$ cat config.mk
export PLATFORM = sky130hd
export DESIGN_NAME = keypad_scan_ctrl
export DESIGN_NICKNAME = d
export VERILOG_FILES = /design/src/rtl/keypad_scan_ctrl.sv
export SDC_FILE = /design/constraint.sdc
export NUM_CORES = 1
export LEC_CHECK = 0
export ABC_CLOCK_PERIOD_IN_PS = 22800
export BUFFER_PORTS_ARGS = -buffer_cell sky130_fd_sc_hd__buf_4
export CAP_MARGIN = 20
export CORE_ASPECT_RATIO = 0.6
export CORE_MARGIN = 10
export CORE_UTILIZATION = 60
export DETAILED_ROUTE_END_ITERATION = 8
export PLACE_DENSITY = 0.78
export SKIP_CTS_REPAIR_TIMING = 1
export SYNTH_ARGS = -nofsm -noshare
export SYNTH_HDL_FRONTEND = slang
export SYNTH_SLANG_ARGS = --single-unit
$ cat constraint.sdc
create_clock -name clk -period 22.8 [get_ports clk]
set_input_delay 0 -clock clk [delete_from_list [all_inputs] [get_ports clk]]
set_output_delay 0 -clock clk [all_outputs]
set_load 0.02 [all_outputs]
$ cat src/rtl/keypad_scan_ctrl.sv
`default_nettype none
// keypad_scan_ctrl: 4x4 keypad row scanner with frame debouncing and a valid/ack key event output.
// Optional auto-repeat is built only when KEYPAD_REPEAT_EN is defined.
module keypad_scan_ctrl #(
  parameter int DEBOUNCE = 3
`ifdef KEYPAD_REPEAT_EN
  ,
  parameter int REPEAT_DELAY = 8,
  parameter int REPEAT_RATE  = 4
`endif
) (
  input  logic       clk,
  input  logic       rst_n,
  input  logic       en,
  input  logic       scan_tick,
  input  logic [3:0] col_in,
  output logic [3:0] row_out,
  output logic [3:0] key_code,
  output logic       key_valid,
  input  logic       key_ack,
  output logic       key_pressed,
  output logic       overrun
);

  localparam logic [0:0] ST_SCAN = 1'b0;
  localparam logic [0:0] ST_EVAL = 1'b1;
  localparam logic [3:0] c_DEBOUNCE = 4'(DEBOUNCE);

  logic [3:0]  r_col_s1;
  logic [3:0]  r_col_s2;
  logic [0:0]  r_state;
  logic [1:0]  r_row_idx;
  logic        r_tick_pend;
  logic [15:0] r_frame;
  // Candidates and the stable state are {valid, code}; 5'd0 means "no key".
  logic [4:0]  r_prev_cand;
  logic [3:0]  r_db_cnt;
  logic [4:0]  r_stable;
  logic [3:0]  r_row_out;
  logic [3:0]  r_key_code;
  logic        r_key_valid;
  logic        r_key_pressed;
  logic        r_overrun;

  logic        w_tick;
  logic [1:0]  w_nhits;
  logic [3:0]  w_hit_idx;
  logic [4:0]  w_cand;
  logic [3:0]  w_cnt_next;
  logic        w_accept;
  logic        w_eval;
  logic        w_press_ev;
  logic        w_rep_ev;
  logic        w_event;
  logic [3:0]  w_ev_code;
  logic        w_ack;
  logic [3:0]  w_row_base;

  always_ff @(posedge clk or negedge rst_n) begin
    if (!rst_n) begin
      r_col_s1 <= 4'hF;
      r_col_s2 <= 4'hF;
    end else begin
      r_col_s1 <= col_in;
      r_col_s2 <= r_col_s1;
    end
  end

  assign w_tick     = scan_tick | r_tick_pend;
  assign w_row_base = {r_row_idx, 2'b00};

  // Hit count saturates at 2: anything above one hit is treated identically.
  always_comb begin
    w_nhits   = 2'd0;
    w_hit_idx = 4'd0;
    for (int i = 0; i < 16; i++) begin
      if (r_frame[i]) begin
        if (w_nhits != 2'd2) w_nhits = w_nhits + 2'd1;
        w_hit_idx = 4'(i);
      end
    end
  end

  assign w_cand     = (w_nhits == 2'd1) ? {1'b1, w_hit_idx} : 5'd0;
  assign w_cnt_next = (w_cand != r_prev_cand) ? 4'd1 :
                      (r_db_cnt >= c_DEBOUNCE) ? c_DEBOUNCE : r_db_cnt + 4'd1;
  assign w_accept   = (w_cnt_next == c_DEBOUNCE) && (w_cand != r_stable);
  assign w_eval     = en && (r_state == ST_EVAL);
  assign w_press_ev = w_eval && w_accept && w_cand[4];
  assign w_event    = w_press_ev | w_rep_ev;
  assign w_ev_code  = w_press_ev ? w_cand[3:0] : r_stable[3:0];
  assign w_ack      = key_ack & r_key_valid;

  always_ff @(posedge clk or negedge rst_n) begin
    if (!rst_n) begin
      r_state       <= ST_SCAN;
      r_row_idx     <= 2'd0;
      r_tick_pend   <= 1'b0;
      r_frame       <= 16'd0;
      r_prev_cand   <= 5'd0;
      r_db_cnt      <= 4'd0;
      r_stable      <= 5'd0;
      r_key_pressed <= 1'b0;
      r_row_out     <= 4'b1110;
    end else if (!en) begin
      r_state       <= ST_SCAN;
      r_row_idx     <= 2'd0;
      r_tick_pend   <= 1'b0;
      r_frame       <= 16'd0;
      r_prev_cand   <= 5'd0;
      r_db_cnt      <= 4'd0;
      r_stable      <= 5'd0;
      r_key_pressed <= 1'b0;
      r_row_out     <= 4'b1111;
    end else begin
      r_row_out <= ~(4'b0001 << r_row_idx);
      case (r_state)
        ST_SCAN: begin
          if (w_tick) begin
            r_tick_pend               <= 1'b0;
            r_frame[w_row_base +: 4]  <= r_frame[w_row_base +: 4] | ~r_col_s2;
            r_row_idx                 <= r_row_idx + 2'd1;
            if (r_row_idx == 2'd3) r_state <= ST_EVAL;
          end
        end
        ST_EVAL: begin
          // A tick landing here is replayed on row 0 in the following cycle.
          r_tick_pend <= scan_tick;
          r_frame     <= 16'd0;
          r_prev_cand <= w_cand;
          r_db_cnt    <= w_cnt_next;
          if (w_accept) begin
            r_stable      <= w_cand;
            r_key_pressed <= w_cand[4];
          end
          r_state <= ST_SCAN;
        end
        default: r_state <= ST_SCAN;
      endcase
    end
  end

  always_ff @(posedge clk or negedge rst_n) begin
    if (!rst_n) begin
      r_key_code  <= 4'd0;
      r_key_valid <= 1'b0;
      r_overrun   <= 1'b0;
    end else if (w_event) begin
      if (!r_key_valid || w_ack) begin
        r_key_code  <= w_ev_code;
        r_key_valid <= 1'b1;
        r_overrun   <= 1'b0;
      end else begin
        r_overrun <= 1'b1;
      end
    end else if (w_ack) begin
      r_key_valid <= 1'b0;
      r_overrun   <= 1'b0;
    end
  end

`ifdef KEYPAD_REPEAT_EN
  localparam logic [7:0] c_REP_DELAY = 8'(REPEAT_DELAY);
  localparam logic [7:0] c_REP_RATE  = 8'(REPEAT_RATE);

  logic [7:0] r_rep_cnt;
  logic       r_rep_armed;
  logic [7:0] w_rep_cnt_next;

  assign w_rep_cnt_next = r_rep_cnt + 8'd1;
  assign w_rep_ev = w_eval && !w_accept && r_stable[4] &&
                    (w_rep_cnt_next == (r_rep_armed ? c_REP_RATE : c_REP_DELAY));

  always_ff @(posedge clk or negedge rst_n) begin
    if (!rst_n) begin
      r_rep_cnt   <= 8'd0;
      r_rep_armed <= 1'b0;
    end else if (!en) begin
      r_rep_cnt   <= 8'd0;
      r_rep_armed <= 1'b0;
    end else if (w_eval) begin
      if (w_accept) begin
        r_rep_cnt   <= 8'd0;
        r_rep_armed <= 1'b0;
      end else if (r_stable[4]) begin
        if (w_rep_ev) begin
          r_rep_cnt   <= 8'd0;
          r_rep_armed <= 1'b1;
        end else begin
          r_rep_cnt <= w_rep_cnt_next;
        end
      end
    end
  end
`else
  assign w_rep_ev = 1'b0;
`endif

  assign row_out     = r_row_out;
  assign key_code    = r_key_code;
  assign key_valid   = r_key_valid;
  assign key_pressed = r_key_pressed;
  assign overrun     = r_overrun;

endmodule
`default_nettype wire

==> impl_metrics.yaml <==
status:
  outcome: "finished, violations left"
  failed_checks: "hold timing"
floorplanning:
  die_w_um: 128
  placement_rows: 23
  die_height_um: 84.9
  fp.coreArea_um2: 6760
  die_area_um2: 10900
  start_util_pct: 62.4
  ioPinCount: 20
routing:
  postRouteWirelength_mm: 10.6
  routed-via-count: 3839
  detail-route-antenna-nets: 0
  drt-pass1-iter-count: 5
  detail_route.iter0.violations: 586
  avgViaCountPerCell: 6.94
  detail_route.wl_per_cell_um: 19.2
  remaining_drc_errors: 0
critical_path:
  end_kind: "flop"
  crit_required_ps: 23030
  reg2reg_depth: 26
  setup.worst_path.class: "reg -> reg"
  timing.rr.start: "r_frame[1]"
  worst_setup_path_start_kind: "flop"
  reg2reg_slack_ps: 14810
  regToRegEndpoint: "overrun"
  worst_ep_arrival_time_ps: 8230
  critical_path_peak_fanout: 10
global_route:
  wire_length_of_the_first_global_routing_pass_mm: 17.6
  antenna_violations_before_repair: 0
  maximum_number_of_pins_on_one_net_before_global_route_repair: 53
  groute.usage.overall_pct: 19.1
  overflow: 0
  grt_pass1_vias: 3400
worst_hold_path:
  start_point_of_the_worst_min_delay_path: "scan_tick"
  path_class_of_the_lowest_slack_min_delay_path: "in -> reg"
  min_to: "r_tick_pend"
  worst_hold_path.num_cells: 2
final_layout:
  nets: 485
  sequential_cell_area_um2: 1320
  diodes: 0
  nFillCells: 484
  final_layout_size_suffix_gt1_share_pct: 15.5
  multi_input_comb_area_um2: 2690
  syn2layout_area_growth_pct: 8.40
timing:
  maximum_achievable_frequency_mhz: 125
  hold_ws_ps: -13.2
  fin_tns_setup_ps: 0
  rsz0062_at_grt: "no"
  relSlewSlack_pct: 49.7
  finalHoldViolations: 1
  setup-violations-final: 0
  finalMaxSlewViolations: 0
  skew_ps: 5.31
  min_period_over_period_pct: 35.1
  worst_slack_ps: 14810
  finalWorstPathRequiredPeriod_ps: 7990
  worst_pin_slew_ps: 752
pwr:
  internal_power_mw: 0.175
  total_leakage_power_nw: 1.93
  ir_worst_vdd_mv: 0.0579
  powerDensity_nw_per_um2: 55.7
  comb_power_share_pct: 27.5
  power.sequential.fraction_pct: 38.5
  share_clk_of_total_power_pct: 34.0
  power_switching_share_pct: 31.2
  switchingPower_mw: 0.0795
logic_synthesis:
  synth-main-ff-cell: "dfrtp_1"
  ys_async_sr_fraction_pct: 100
  ys_ff_latch: 52
  instance_count_of_the_mapped_netlist: 461
  netlist_area_um2: 4220
  synthesis.yosys.warnings: 0
  synth_cell_type_count: 84
  count_of_flip_flops_with_a_built_in_enable_after_synthesis: 0
  syn-mean-instance-area_um2: 9.15
  seq_area_frac_synth_pct: 31.2
  synthesized_nets: 481
clock_tree:
  cts-htree-levels: 2
  path_clk_slew_ps: 70
  max_root_sink_buffers: 2
  numClockSinks: 52
  clk-insertion-delay-late_ps: 290
  cts_root_buffer: "clkbuf_16"
  cts_made_buffers: 5
  cts_tree: "done"
placed_design:
  buffer_ports.inserted: 19
  worst_slack_after_detailed_placement_ps: 14930
  routabilityCongestion: 0.991
  half_perimeter_wire_length_after_detailed_placement_mm: 7.98
job:
  max_cap_viol_count: 0
==> power by group through the flow <==
stage / Sequential [mW] / Clock [mW] / Combinational, mW
floorplan: 0.0982 / 0 / 0.0545
global placement: 0.0994 / 0 / 0.0648
detailed placement: 0.0997 / 0 / 0.0669
CTS: 0.0980 / 0.0872 / 0.0675
global route: 0.0984 / 0.0919 / 0.0766
finish: 0.0981 / 0.0867 / 0.0699
==> Yosys cell counts (all sizes together), types with 5 or more instances <==
master,number,area share (%)
dfrtp,41,24
or2,9,1.3
nand3,11,1.3
and2,9,1.3
a22o,17,3.5
a211oi,10,2.2
a31oi,5,0.74
nor3,8,0.95
o211ai,8,1.4
nand2b,5,0.74
nor4,10,1.5
clkbuf,21,1.9
a21oi,22,2.6
ha,11,3.3
mux2i,14,3.4
mux4,6,3.2
inv,23,2.0
nor2b,6,0.95
o22ai,5,1.0
dfstp,11,6.9
buf,7,1.2
or3,7,1.0
nor2,33,3.0
a211o,6,1.2
nand2,42,3.7
o21ai,15,1.8
xnor2,19,4.4
==> state kept, by name, indices dropped and copies added, names as in the netlist, 2 cells and up <==
signal	cells
row_out	4
r_prev_cand	5
key_code	4
r_stable	5
r_col_s2	4
r_row_idx	2
r_frame	16
r_col_s1	4
r_db_cnt	4
==> worst max-delay path: stages (launching register included) <==
cell	delay (ps)
dfrtp_1	430
inv_1	110
ha_1	390
or4b_1	680
o22a_4	310
xnor2_4	150
xnor2_1	320
a311oi_2	180
or2_1	360
a32o_1	280
a211oi_4	460
mux2i_2	280
o221ai_1	160
a2111oi_2	470
o221ai_2	260
nor2b_2	170
xnor2_1	110
a31o_1	240
o311a_4	410
inv_1	60
ha_1	220
nand3b_1	280
o31ai_4	170
mux2i_1	230
and2_1	310
nor3b_1	670
o211a_1	210
==> layout by cell type (no fill, tap or decap), types with 6 or more instances in the layout <==
cell type and count:
dfstp_2 11, ha_1 11, or3_1 7, xnor2_1 18, a211o_1 6, nor3_1 8
a22o_1 17, nor4_1 10, o211ai_1 8, nand3_1 11, nor2_1 32, and2_1 9
o21ai_0 14, mux4_2 6, a211oi_1 8, or2_1 6, a21oi_1 22, dlygate4sd3_1 6
mux2i_1 13, inv_1 22, dfrtp_1 41, buf_4 19, nand2_1 42
==> per-layer routing <==
metal  GRT usage [%]  up-vias  share of wire (%)
met5               0        -                  0
met4            2.95        0               0.44
met3            5.65       10                 11
met2            25.7      249                 41
met1            29.3     1847                 47
li1                -     1733                  -
==> cell families (layout without fill, tap and decap cells) <==
group,after synthesis,in the layout,share of synthesized area [%]
AO/OA/AOI/OAI,137,137,26.6
adder cells (fa/ha/maj),11,11,3.26
AND/OR/NAND/NOR,165,165,21.2
buffers and inverters,51,56,5.10
XOR/XNOR,22,22,5.01
flip-flops,52,52,31.2
multiplexers,23,23,7.68
==> metrics by stage <==
stage	util, %	cell area (um2)	power (mW)	hold WS [ps]	instances
after floorplan	-	4220	0.153	-296	461
after global placement	64.2	4340	0.164	53.1	539
after detailed placement	64.2	4340	0.167	57.5	539
after CTS	66.7	4510	0.253	-253	547
after global routing	67.6	4570	0.267	0.221	553
final	67.6	4570	0.255	-13.2	553
==> worst max-delay path by stage <==
stage	from	endpoint	slack (ps)	cells after the start
after floorplan	r_frame[0]	key_code[1]	15680	29
after global placement	r_frame[1]	overrun	15250	26
after detailed placement	r_frame[1]	key_code[1]	14930	26
after CTS	r_frame[1]	key_code[2]	14900	26
after global routing	r_frame[1]	r_stable[1]	14300	25
final	r_frame[1]	overrun	14810	26
==> area by class of cell <==
class / instances / area share (%)
multi-input combinational: 358 / 58.8
sequential: 52 / 28.8
timing repair buffer: 25 / 4.43
clock buffer: 5 / 2.74
tap: 87 / 2.38
inverter: 23 / 1.89
clock inverter: 3 / 1.01
Power figures use the tool's default switching activity.
